File: config.mk
export PLATFORM = sky130hd
export DESIGN_NAME = regfile_writeback
export DESIGN_NICKNAME = d
export VERILOG_FILES = /design/src/rtl/regfile_writeback_pkg.sv /design/src/rtl/regfile_writeback_wb_rd_fifo.sv /design/src/rtl/regfile_writeback.sv
export SDC_FILE = /design/constraint.sdc
export NUM_CORES = 1
export LEC_CHECK = 0
export ABC_CLOCK_PERIOD_IN_PS = 2650
export CAP_MARGIN = 20
export CORE_MARGIN = 4
export CORE_UTILIZATION = 50
export CTS_CLUSTER_DIAMETER = 50
export DETAILED_ROUTE_END_ITERATION = 6
export GPL_ROUTABILITY_DRIVEN = 0
export PLACE_DENSITY = 0.81
export SKIP_CTS_REPAIR_TIMING = 1
export SLEW_MARGIN = 20
export SYNTH_ARGS = -nofsm -noshare
export SYNTH_HDL_FRONTEND = slang
export SYNTH_SLANG_ARGS = --single-unit
File: constraint.sdc
create_clock -name clk -period 2.65 [get_ports clk]
set_input_delay 0.3975 -clock clk [delete_from_list [all_inputs] [get_ports clk]]
set_output_delay 0.3975 -clock clk [all_outputs]
set_load 0.05 [all_outputs]
File: src/rtl/regfile_writeback_pkg.sv
// Shared types and constants for the register-file write-back block.
package regfile_writeback_pkg;

  localparam int XLEN       = 32;
  localparam int REG_ADDR_W = 5;
  localparam int NUM_REGS   = 32;

  typedef struct packed {
    logic                  we;
    logic [REG_ADDR_W-1:0] waddr;
    logic [XLEN-1:0]       wdata;
  } WbWrite;

  typedef enum logic [1:0] {
    WB_NONE,
    WB_LOAD,
    WB_SKID,
    WB_ALU
  } WbSrc;

  function automatic logic [NUM_REGS-1:0] rd_onehot(input logic [REG_ADDR_W-1:0] rd);
    rd_onehot     = '0;
    rd_onehot[rd] = 1'b1;
  endfunction

endpackage

File: src/rtl/regfile_writeback_wb_rd_fifo.sv
// In-order FIFO of load destination registers; exposes every slot and its
// validity so the owner can build a pending-register mask.
module wb_rd_fifo #(
  parameter int DEPTH = 4,
  parameter int W     = 5
) (
  input  logic                  clk,
  input  logic                  rst_n,
  input  logic                  push,
  input  logic [W-1:0]          push_data,
  input  logic                  pop,
  output logic                  full,
  output logic                  empty,
  output logic [W-1:0]          head,
  output logic [DEPTH-1:0]      entry_valid,
  output logic [DEPTH-1:0][W-1:0] entry_data
);

  localparam int PTR_W = $clog2(DEPTH);
  localparam int CNT_W = PTR_W + 1;

  logic [PTR_W-1:0]        rd_ptr_q, rd_ptr_d;
  logic [PTR_W-1:0]        wr_ptr_q, wr_ptr_d;
  logic [CNT_W-1:0]        count_q, count_d;
  logic [DEPTH-1:0][W-1:0] mem_q, mem_d;
  logic [PTR_W-1:0]        offset;
  logic                    do_push, do_pop;

  // Both flags come straight from the registered count, so a pop in the
  // same cycle never lets a push into a full FIFO.
  assign full    = (count_q == CNT_W'(DEPTH));
  assign empty   = (count_q == '0);
  assign do_push = push && !full;
  assign do_pop  = pop && !empty;
  assign head    = mem_q[rd_ptr_q];

  // NOTE: every always_comb output gets a default first so no path can
  // leave it unassigned and infer a latch.
  always_comb begin
    rd_ptr_d = rd_ptr_q;
    wr_ptr_d = wr_ptr_q;
    mem_d    = mem_q;
    if (do_push) begin
      mem_d[wr_ptr_q] = push_data;
      wr_ptr_d        = wr_ptr_q + 1'b1;
    end
    if (do_pop) begin
      rd_ptr_d = rd_ptr_q + 1'b1;
    end
    count_d = count_q + CNT_W'(do_push) - CNT_W'(do_pop);
  end

  always_comb begin
    entry_valid = '0;
    offset      = '0;
    for (int i = 0; i < DEPTH; i++) begin
      offset         = PTR_W'(i) - rd_ptr_q;
      entry_valid[i] = ({1'b0, offset} < count_q);
    end
  end

  assign entry_data = mem_q;

  // NOTE: sequential state uses non-blocking assignments so every flop
  // samples the pre-edge value of its neighbours.
  always_ff @(posedge clk) begin
    if (!rst_n) begin
      rd_ptr_q <= '0;
      wr_ptr_q <= '0;
      count_q  <= '0;
    end else begin
      rd_ptr_q <= rd_ptr_d;
      wr_ptr_q <= wr_ptr_d;
      count_q  <= count_d;
    end
  end

  // NOTE: storage is deliberately not reset; entry_valid masks stale slots,
  // and leaving it out keeps the array a plain register bank.
  always_ff @(posedge clk) begin
    mem_q <= mem_d;
  end

endmodule

File: src/rtl/regfile_writeback.sv
// Register-file write-port arbiter: load responses, a one-entry ALU skid and
// direct ALU results share one registered write port. Optional macro
// WB_BYPASS_EN adds a combinational read bypass of the registered write.
module regfile_writeback
  import regfile_writeback_pkg::REG_ADDR_W, regfile_writeback_pkg::NUM_REGS;
#(
  parameter int XLEN     = 32,
  parameter int LD_DEPTH = 4
) (
  input  logic                  clk,
  input  logic                  rst_n,
`ifdef WB_BYPASS_EN
  input  logic [REG_ADDR_W-1:0] rs1_addr,
  input  logic [REG_ADDR_W-1:0] rs2_addr,
  input  logic [XLEN-1:0]       rs1_rf,
  input  logic [XLEN-1:0]       rs2_rf,
  output logic [XLEN-1:0]       rs1_data,
  output logic [XLEN-1:0]       rs2_data,
`endif
  input  logic                  alu_valid,
  output logic                  alu_ready,
  input  logic [REG_ADDR_W-1:0] alu_rd,
  input  logic [XLEN-1:0]       alu_data,
  input  logic                  ld_issue_valid,
  output logic                  ld_issue_ready,
  input  logic [REG_ADDR_W-1:0] ld_issue_rd,
  input  logic                  ld_resp_valid,
  output logic                  ld_resp_ready,
  input  logic [XLEN-1:0]       ld_resp_data,
  output logic                  rf_we,
  output logic [REG_ADDR_W-1:0] rf_waddr,
  output logic [XLEN-1:0]       rf_wdata,
  output logic [NUM_REGS-1:0]   pending_mask
);

  import regfile_writeback_pkg::WbSrc;
  import regfile_writeback_pkg::WB_NONE;
  import regfile_writeback_pkg::WB_LOAD;
  import regfile_writeback_pkg::WB_SKID;
  import regfile_writeback_pkg::WB_ALU;
  import regfile_writeback_pkg::rd_onehot;

  logic                           fifo_full, fifo_empty;
  logic [REG_ADDR_W-1:0]          fifo_head;
  logic [LD_DEPTH-1:0]            fifo_entry_valid;
  logic [LD_DEPTH-1:0][REG_ADDR_W-1:0] fifo_entry_data;

  logic                  rf_we_q, rf_we_d;
  logic [REG_ADDR_W-1:0] rf_waddr_q, rf_waddr_d;
  logic [XLEN-1:0]       rf_wdata_q, rf_wdata_d;
  logic                  skid_valid_q, skid_valid_d;
  logic [REG_ADDR_W-1:0] skid_rd_q, skid_rd_d;
  logic [XLEN-1:0]       skid_data_q, skid_data_d;

  logic                  resp_fire, alu_fire;
  WbSrc                  wb_src;
  logic [REG_ADDR_W-1:0] win_rd;
  logic [XLEN-1:0]       win_data;

  wb_rd_fifo #(
    .DEPTH (LD_DEPTH),
    .W     (REG_ADDR_W)
  ) u_rd_fifo (
    .clk         (clk),
    .rst_n       (rst_n),
    .push        (ld_issue_valid),
    .push_data   (ld_issue_rd),
    .pop         (ld_resp_valid),
    .full        (fifo_full),
    .empty       (fifo_empty),
    .head        (fifo_head),
    .entry_valid (fifo_entry_valid),
    .entry_data  (fifo_entry_data)
  );

  // All readies are pure functions of registered state.
  assign ld_issue_ready = !fifo_full;
  assign ld_resp_ready  = !fifo_empty;
  assign alu_ready      = !skid_valid_q;

  assign resp_fire = ld_resp_valid && ld_resp_ready;
  assign alu_fire  = alu_valid && alu_ready;

  always_comb begin
    wb_src = WB_NONE;
    if (resp_fire) begin
      wb_src = WB_LOAD;
    end else if (skid_valid_q) begin
      wb_src = WB_SKID;
    end else if (alu_fire) begin
      wb_src = WB_ALU;
    end
  end

  always_comb begin
    win_rd       = '0;
    win_data     = '0;
    skid_valid_d = skid_valid_q;
    skid_rd_d    = skid_rd_q;
    skid_data_d  = skid_data_q;
    unique case (wb_src)
      WB_LOAD: begin
        win_rd   = fifo_head;
        win_data = ld_resp_data;
        // An ALU result that loses to a load parks in the skid.
        if (alu_fire) begin
          skid_valid_d = 1'b1;
          skid_rd_d    = alu_rd;
          skid_data_d  = alu_data;
        end
      end
      WB_SKID: begin
        win_rd       = skid_rd_q;
        win_data     = skid_data_q;
        skid_valid_d = 1'b0;
      end
      WB_ALU: begin
        win_rd   = alu_rd;
        win_data = alu_data;
      end
      default: ;
    endcase
  end

  // x0 winners consume their handshake but leave the write port untouched.
  always_comb begin
    rf_we_d    = (wb_src != WB_NONE) && (win_rd != '0);
    rf_waddr_d = rf_we_d ? win_rd   : rf_waddr_q;
    rf_wdata_d = rf_we_d ? win_data : rf_wdata_q;
  end

  always_ff @(posedge clk) begin
    if (!rst_n) begin
      rf_we_q      <= 1'b0;
      rf_waddr_q   <= '0;
      rf_wdata_q   <= '0;
      skid_valid_q <= 1'b0;
      skid_rd_q    <= '0;
      skid_data_q  <= '0;
    end else begin
      rf_we_q      <= rf_we_d;
      rf_waddr_q   <= rf_waddr_d;
      rf_wdata_q   <= rf_wdata_d;
      skid_valid_q <= skid_valid_d;
      skid_rd_q    <= skid_rd_d;
      skid_data_q  <= skid_data_d;
    end
  end

  assign rf_we    = rf_we_q;
  assign rf_waddr = rf_waddr_q;
  assign rf_wdata = rf_wdata_q;

  always_comb begin
    pending_mask = '0;
    for (int i = 0; i < LD_DEPTH; i++) begin
      if (fifo_entry_valid[i]) begin
        pending_mask = pending_mask | rd_onehot(fifo_entry_data[i]);
      end
    end
  end

`ifdef WB_BYPASS_EN
  assign rs1_data = (rf_we_q && (rf_waddr_q == rs1_addr) && (rs1_addr != '0)) ? rf_wdata_q : rs1_rf;
  assign rs2_data = (rf_we_q && (rf_waddr_q == rs2_addr) && (rs2_addr != '0)) ? rf_wdata_q : rs2_rf;
`endif

  // Issue logic must never send an ALU write to a register awaiting a load.
  alu_no_pending_hazard: assert property (@(posedge clk) disable iff (!rst_n)
    !(alu_valid && alu_ready && (alu_rd != '0) && pending_mask[alu_rd]));

endmodule

=== Yosys cells after proc, flatten, opt, wreduce, memory -nomap -nowiden ===
Cells that the tools add are included.

* Register bits after elaboration: 103
* Input bits: 79
* Word-level logic and storage cells: 86

* Add/subtract/negate cells: 8
* Reduce and logical (&&, ||, !) cells: 18
* Equality and inequality tests: 5
* Bitwise logic cells: 3
* Magnitude comparators: 15
* Mux-type cells: 24

{| class="wikitable"
|+ Operators by type and width
! kind !! number
|-
| $mux W32 || 4
|-
| $or A32 B32 Y32 || 3
|-
| $pmux W32 S3 || 1
|-
| $lt A5 B6 Y1 const B || 4
|-
| $bwmux W20 || 1
|-
| $demux W1 S5 || 4
|-
| $ge A5 B1 Y1 const B || 4
|-
| $pmux W5 S3 || 1
|-
| $lt A2 B3 Y1 || 4
|-
| $bmux W5 S2 || 1
|-
| $demux W5 S2 || 1
|-
| $mux W5 || 2
|-
| $logic_and A1 B1 Y1 || 9
|-
| $lt A2 B3 Y1 const B || 2
|-
| $mux W2 || 3
|-
| $mux W1 || 5
|-
| $reduce_bool A5 Y1 || 1
|-
| $add A2 B1 Y2 const B || 2
|-
| $eq A2 B2 Y1 const B || 2
|-
| $reduce_and A2 Y1 || 2
|-
| $reduce_bool A2 Y1 || 2
|-
| $sub A1 B2 Y2 const A || 2
|-
| $sub A2 B2 Y2 const A || 2
|-
| $add A3 B1 Y3 || 1
|-
| other kinds (8) || 10
|}

=== Depth between registers and ports, before layout ===
Gate-level depths: netlist of run 1.

* Depth after elaboration: 11
* Gate-level depth with buffers: 10

=== By module ===
Synthesis of run 1 repeated with hierarchy kept, for this count alone.

* Cell total of the unflattened synthesis: 650
* Area total of the unflattened synthesis: 5898.2 um^2

{| class="wikitable"
|+ By module, submodules not included
! module !! instances !! area an instance (um^2) !! cells an instance !! seq. area each (um^2)
|-
| regfile_writeback || 1 || 4600.7 || 558 || 1521.5
|-
| wb_rd_fifo || 1 || 1297.5 || 92 || 740.7
|}

=== Worst setup path after synthesis of run 1 ===
Ideal clock, no wire load.

* Path type: register to output
* Start: register u_rd_fifo.rd_ptr_q[1]
* End: output pending_mask[0]
* Cell stages (with the launch flop): 9
* Setup slack: 50 ps
* Data required time: 2253 ps
* Arrival: 2202 ps
* Path through: dfxtp_1 clkbuf_1 inv_1 ha_1 a21boi_0 o21bai_1 nand2b_1 nor3_1 a221o_1

* Cells in the longest elaborated chain, start to end: 9
* Elaborated cells on any way between the ends: 15

{| class="wikitable"
|+ RTL lines
! what !! line !! text
|-
| start, declared || regfile_writeback_wb_rd_fifo.sv:22 || <nowiki>logic [PTR_W-1:0] rd_ptr_q, rd_ptr_d;</nowiki>
|-
| start signal, assigned || regfile_writeback_wb_rd_fifo.sv:72 || <nowiki>rd_ptr_q <= rd_ptr_d;</nowiki>
|-
| $sub A1 B2 Y2 || regfile_writeback_wb_rd_fifo.sv:57 || <nowiki>offset = PTR_W'(i) - rd_ptr_q;</nowiki>
|-
| $lt A2 B3 Y1 || regfile_writeback_wb_rd_fifo.sv:58 || <nowiki>entry_valid[i] = ({1'b0, offset} < count_q);</nowiki>
|-
| $mux W32 || regfile_writeback.sv:157 || <nowiki>if (fifo_entry_valid[i]) begin</nowiki>
|-
| $or A32 B32 Y32 || regfile_writeback.sv:158 || <nowiki>pending_mask = pending_mask | rd_onehot(fifo_entry_data[i]);</nowiki>
|-
| $mux W32 || regfile_writeback.sv:157 ||
|-
| $or A32 B32 Y32 || regfile_writeback.sv:158 ||
|-
| $mux W32 || regfile_writeback.sv:157 ||
|-
| $or A32 B32 Y32 || regfile_writeback.sv:158 ||
|-
| $mux W32 (*) || regfile_writeback.sv:157 ||
|-
| end, declared || regfile_writeback.sv:33 || <nowiki>output logic [NUM_REGS-1:0] pending_mask</nowiki>
|}

Mark *: on every way between the ends. The rest lies on a longest branch, timed or not.

=== Worst setup path after layout of run 1 ===
* Start: register u_rd_fifo.rd_ptr_q[1]
* End: output pending_mask[23]

Same word-level chain as after synthesis.

==> flow_summary_export.csv, run 1 <==
group,metric,value,unit
run_status,status,"finished with violations",
run_status,violations,"design-rule violations, negative setup slack",
route,routed_wl,21.1,mm
synthesis,seq_area_frac_synth,38.0,%
route,drtIter0Drc,1062,
flow_run,cap_violations,0,
placement,dp_cells,995,
placement,port_buffers,151,
synthesis,synth.top_cells.by_area,"dfxtp_1, nand2_1, edfxtp_1, o211ai_1, mux2i_1",
route,wl_met3,1.77,mm
clocking,clockBufferDepth,2,
route,met1Wirelength,7.73,mm
setup_path,cp_max_fo,4,
grt,grt_max_degree,75,
min_path,hold_depth,2,
grt,overflow,0,
setup_path,startpoint_type,"register",
synthesis,ys_seq_elements,103,
timing,timing.final.hold_violations,0,
power,total_power,0.00780,W
floorplanning,dieArea,13700,um^2
setup_path,crit_required,2.25,ns
route,routed.top_layer,"met4",
clocking,tritoncts,"yes",
timing,max_slew_margin,47.8,%
power,ir_worst_vdd,0.000653,V
synthesis,syn_area_per_cell,8.22,um^2
clocking,clock-sinks,103,
timing,drv_slew,0,
clocking,htree_num_levels,3,
setup_path,critPathLaunch,"u_rd_fifo.rd_ptr_q[1]",
route,drc,53,
timing,clock.fmax,352,MHz
synthesis,synth_area,5950,um^2
floorplanning,die_x,117,um
route,via_per_inst,6.45,
final_layout,syn_to_final_growth,44.2,%
final_layout,drive_gt1_share,15.4,%
grt,grt_pass1_vias,6469,
final_layout,nNetsFinal,957,
route,wl_per_cell,20.8,um
synthesis,yosysTopAreaCellShare,27.9,%
synthesis,yosysUniqueCellTypes,49,
final_layout,fill_cells,783,
clocking,path_clk_slew,0.07,ns
floorplanning,num_io_pins,152,
final_layout,final_cell_area,8580,um^2
timing,clock_skew,0.00704,ns
placement,placed_area,7980,um^2
floorplanning,start_util,51.7,%
min_path,hold_class,"in2reg",
timing,timing.final.crit_share,107,%
power,clkPwrFrac,18.8,%
floorplanning,core_area,11500,um^2
power,power.switching,0.00337,W
clocking,cts_root_buffer,"clkbuf_16",
power,p_int,0.00443,W
power,sequentialPowerShare,27.5,%
grt,grt_pass1_wl,31.1,mm
route,antenna_left,0,
synthesis,syn_nets,814,
synthesis,yosys_warnings,0,
setup_path,worstRegToRegCells,6,
timing,rsz0062_at_grt,"yes",
route,firstDrtPassIters,7,
placement,detailed_place_hpwl,14.6,mm
setup_path,cp.arrival,2.44,ns
timing,worst_slack,-0.187,ns
synthesis,synthCells,724,
timing,worst_pin_slew,0.782,ns
synthesis,yosys.area.top_type,"dfxtp_1",
min_path,hp-start,"rst_n",
route,met2WireLength,10.7,mm
grt,antenna_found_initial,0,
timing,hold_ws,0.353,ns
floorplanning,dieHeight,117,um
clocking,cts_buffers,9,
final_layout,utilization,74.5,%
setup_path,critPathKind,"reg2out",
setup_path,r2r-start,"u_rd_fifo.rd_ptr_q[0]",
final_layout,n_antenna_cell,0,
synthesis,yosys-top-cells-count,"nand2_1, dfxtp_1, o211ai_1",
synthesis,post-synth-top-count-cell,"nand2_1",
setup_path,cp-end-kind,"primary output",
power,sw_frac_of_total,43.2,%
clocking,clk_latency,0.35,ns
final_layout,final_cells,1015,
synthesis,synthArstFlopShare,0,%
power,powerDensity,910,nW/um^2
timing,period_needed,2.84,ns
power,leakagePower,3.08,nW
power,combPwrFrac,53.8,%
synthesis,synth_edf_count,20,
synthesis,synth_ff_type,"dfxtp_1",
floorplanning,rows,39,
grt,grt_usage,28.8,%
timing,setup_viol_count_final,32,
route,vias,6551,
-- worst paths after layout --
path	end	slack, ns
max	pending_mask[23]	-0.19
min	rf_waddr[3]	0.35
max reg2reg	rf_wdata[1]	0.07
min reg2reg	skid_data_q[13]	0.46
-- flip-flops by register name, summed over array words and instances, names as in the netlist --
name and flops:
u_rd_fifo.entry_data 20, skid_valid_q 1, skid_rd_q 5, u_rd_fifo.count_q 3, u_rd_fifo.wr_ptr_q 2, rf_we 1
rf_wdata 32, rf_waddr 5, u_rd_fifo.rd_ptr_q 2, skid_data_q 32
-- power groups by stage --
stage          logic (W)  clock network (W)  registers [W]
4_1_cts          0.00377            0.00149        0.00211
3_3_place_gp     0.00364                  0        0.00212
3_5_place_dp     0.00375                  0        0.00215
6_report         0.00419            0.00146        0.00215
2_1_floorplan    0.00187                  0        0.00265
5_1_grt          0.00440            0.00155        0.00218
-- kinds of logic after synthesis --
| kind of cell | synth area share (%) |
|---|---|
| buffers and inverters | 5.61 |
| AOI/OAI and AO/OA | 24.3 |
| adders and majority gates | 2.44 |
| DFF | 38.0 |
| xor gates and xnor gates | 0.883 |
| and+or+nand+nor | 21.1 |
| muxes | 7.63 |
-- through the flow --
step / worst slack, ns / TNS, ns
6_report: -0.187 / -2.44
5_1_grt: -0.289 / -4.44
4_1_cts: -0.340 / -8.61
3_5_place_dp: 0.0445 / 0
3_3_place_gp: 0.172 / 0
2_1_floorplan: 0.0504 / 0
-- critical path: stages (launching register included) --
cell      delay [ns]
dfxtp_4         0.40
inv_4           0.06
ha_4            0.21
a21boi_2        0.16
o21bai_2        0.21
buf_4           0.15
nand4_1         0.21
o22ai_1         0.32
a211o_1         0.21
buf_12          0.16
-- cell type report --
class                   count  area [um^2]  share of cell area [%]
well taps                 143          179                    2.09
multi-input cells         544         3590                    41.8
inverters                  20         80.1                   0.933
repair buffers            189         2130                    24.8
clock inverters             7          105                    1.23
flip-flops and latches    103         2270                    26.5
clock buffers               9          225                    2.63
-- cells in the final DEF, fill, tap and decap left out, types with 8 or more instances in the layout --
cell / n
a21oi_1: 41
a221o_1: 29
and3_1: 8
buf_12: 33
buf_4: 36
clkbuf_16: 9
clkdlybuf4s50_1: 118
dfxtp_1: 79
edfxtp_1: 20
inv_1: 15
mux2i_1: 33
nand2_1: 189
nand3_1: 8
nor2_1: 24
o211ai_1: 73
o21ai_0: 8
o22ai_1: 22
o22ai_2: 10
-- metal layers --
layer / track usage [%] / vias up
met5: 0 / -
met4: 11.9 / 0
met3: 6.84 / 121
met2: 52.1 / 405
met1: 32.5 / 3107
li1: - / 2918
Note: power is estimated with default switching activity, not from simulation.
==> inputs of run 2 (changes only) <==
==> constraint.sdc (replaced) <==
create_clock -name clk -period 2.65 [get_ports clk]
set_input_delay 0.3975 -clock clk [delete_from_list [all_inputs] [get_ports clk]]
set_output_delay 0.3975 -clock clk [all_outputs]
set_load 0.01 [all_outputs]
==> run 2 against run 1 <==
The flow still finishes with violations (design-rule violations, negative setup slack). Die area did not move. Setup slack got worse by 0.11 ns. Clock power fell by 12%. Power fell by 12%. Sequential share of layout area rose by 0.64 points. Critical endpoint is now pending_mask[28]. Largest cell class unchanged.
==> flow_summary_export.csv, run 2 (synthesis gave the netlist of run 1 again) <==
group,metric,value,unit
timing,hold_ws,0.454,ns
final_layout,fill_cells,811,
timing,clock_skew,0.0100,ns
final_layout,final_common_cell,"nand2_1",
route,antenna_left,0,
timing,setup-tns-final,-4.49,ns
power,ir_worst_vdd,0.000738,V
timing,timing.final.crit_share,111,%
route,wl_per_cell,19.9,um
placement,port_buffers,151,
timing,period_needed,2.95,ns
setup_path,r2r-end,"rf_wdata[28]",
clocking,clk_latency,0.34,ns
final_layout,n_antenna_cell,0,
grt,antenna_found_initial,0,
clocking,tritoncts,"yes",
route,wl_met3,1.93,mm
power,powerDensity,822,nW/um^2
route,routed_wl,20.7,mm
clocking,htree_num_levels,3,
timing,worst_pin_slew,0.835,ns
route,routed.top_layer,"met4",
min_path,hold_class,"reg2reg",
setup_path,cp-end-kind,"primary output",
final_layout,drive_gt1_share,18.4,%
placement,placed_area,7700,um^2
final_layout,final_cell_area,8370,um^2
placement,detailed_place_hpwl,13.5,mm
floorplanning,rows,39,
grt,grt_pass1_wl,29.7,mm
timing,clock.fmax,339,MHz
clocking,clockBufferDepth,2,
timing,setup_viol_count_final,31,
clocking,clock-sinks,103,
final_layout,final_cell_mix,"nand2_1, clkdlybuf4s50_1, dfxtp_1, o211ai_1, buf_4",
min_path,hold_depth,2,
run_status,violations,"design-rule violations, negative setup slack",
final_layout,multiInputGateArea,3640,um^2
floorplanning,num_io_pins,152,
min_path,hp-start,"skid_data_q[24]",
timing,rsz0062_at_grt,"yes",
final_layout,final_cells,1039,
route,vias,6588,
grt,overflow,0,
final_layout,nNetsFinal,981,
run_status,status,"finished with violations",
timing,worst_slack,-0.301,ns
setup_path,worstRegToRegCells,6,
setup_path,critPathKind,"reg2out",
clocking,cts_root_buffer,"clkbuf_16",
floorplanning,core_area,11500,um^2
route,drc,201,
min_path,hold_path_end,"skid_data_q[24]",
route,drtIter0Drc,1261,
floorplanning,start_util,51.7,%
power,leakagePower,3.10,nW
clocking,cts_buffers,9,
timing,timing.final.hold_violations,0,
setup_path,startpoint_type,"register",
timing,max_slew_margin,44.3,%
setup_path,rrSetupSlack,0.09,ns
route,met2WireLength,9.68,mm
floorplanning,dieHeight,117,um
timing,drv_slew,0,
setup_path,cp.arrival,2.55,ns
final_layout,seqCellArea,2270,um^2
route,firstDrtPassIters,7,
grt,grt_pass1_vias,6142,
final_layout,syn_to_final_growth,40.6,%
setup_path,r2r-start,"u_rd_fifo.rd_ptr_q[0]",
route,met1Wirelength,8.03,mm
placement,pre_cts_ws,-0.0539,ns
flow_run,cap_violations,0,
floorplanning,dieArea,13700,um^2
route,via_per_inst,6.34,
grt,grt_usage,26.9,%
setup_path,crit_required,2.25,ns
clocking,path_clk_slew,0.07,ns
setup_path,cp_max_fo,6,
floorplanning,die_x,117,um
placement,dp_cells,1000,
grt,grt_max_degree,75,
[run 2: report_power, final]
part / total [W] / internal, W / switching, W
Sequential: 0.00213 / 0.00190 / 0.000233
Clock: 0.00128 / 0.000697 / 0.000587
Combinational: 0.00346 / 0.00165 / 0.00181
[run 2: worst max-delay path: stages (launching register included)]
cell,delay (ns)
dfxtp_4,0.37
xnor2_2,0.18
inv_1,0.10
ha_4,0.27
a21oi_2,0.05
buf_6,0.14
o211ai_1,0.27
buf_4,0.21
buf_4,0.11
o22ai_1,0.08
a221o_1,0.31
clkbuf_2,0.14
[run 2: area by class of cell]
| cell class | count | share of cell area [%] |
|---|---|---|
| clock buffers | 13 | 3.11 |
| clock inverters | 3 | 0.314 |
| inverters | 20 | 0.987 |
| multi-input cells | 544 | 43.5 |
| flip-flops and latches | 103 | 27.1 |
| well taps | 143 | 2.14 |
| repair buffers | 213 | 22.8 |
[run 2: worst max-delay path by stage]
stage                                      from                   end  slack, ns  depth (start not counted)
final                     u_rd_fifo.rd_ptr_q[1]      pending_mask[28]      -0.30                         11
after global routing      u_rd_fifo.rd_ptr_q[1]      pending_mask[20]      -0.39                         10
after CTS                 u_rd_fifo.rd_ptr_q[1]       pending_mask[5]      -0.51                          9
after detailed placement  u_rd_fifo.rd_ptr_q[1]      pending_mask[11]      -0.05                          9
after global placement    u_rd_fifo.rd_ptr_q[1]      pending_mask[29]      -0.02                         10
after floorplan            u_rd_fifo.count_q[2]  u_rd_fifo.count_q[2]       0.30                         10
[run 2: through the flow]
step	util, %	total power, W
2_1_floorplan	-	0.00375
3_3_place_gp	66.8	0.00484
3_5_place_dp	66.8	0.00493
4_1_cts	69.3	0.00623
5_1_grt	72.7	0.00720
6_report	72.7	0.00688
[run 2: routing by layer]
layer  global-route usage, %  vias to the layer above
li1                        -                     2957
met1                    33.2                     3095
met2                    45.6                      406
met3                    6.22                      130
met4                    10.3                        0
met5                       0                        -
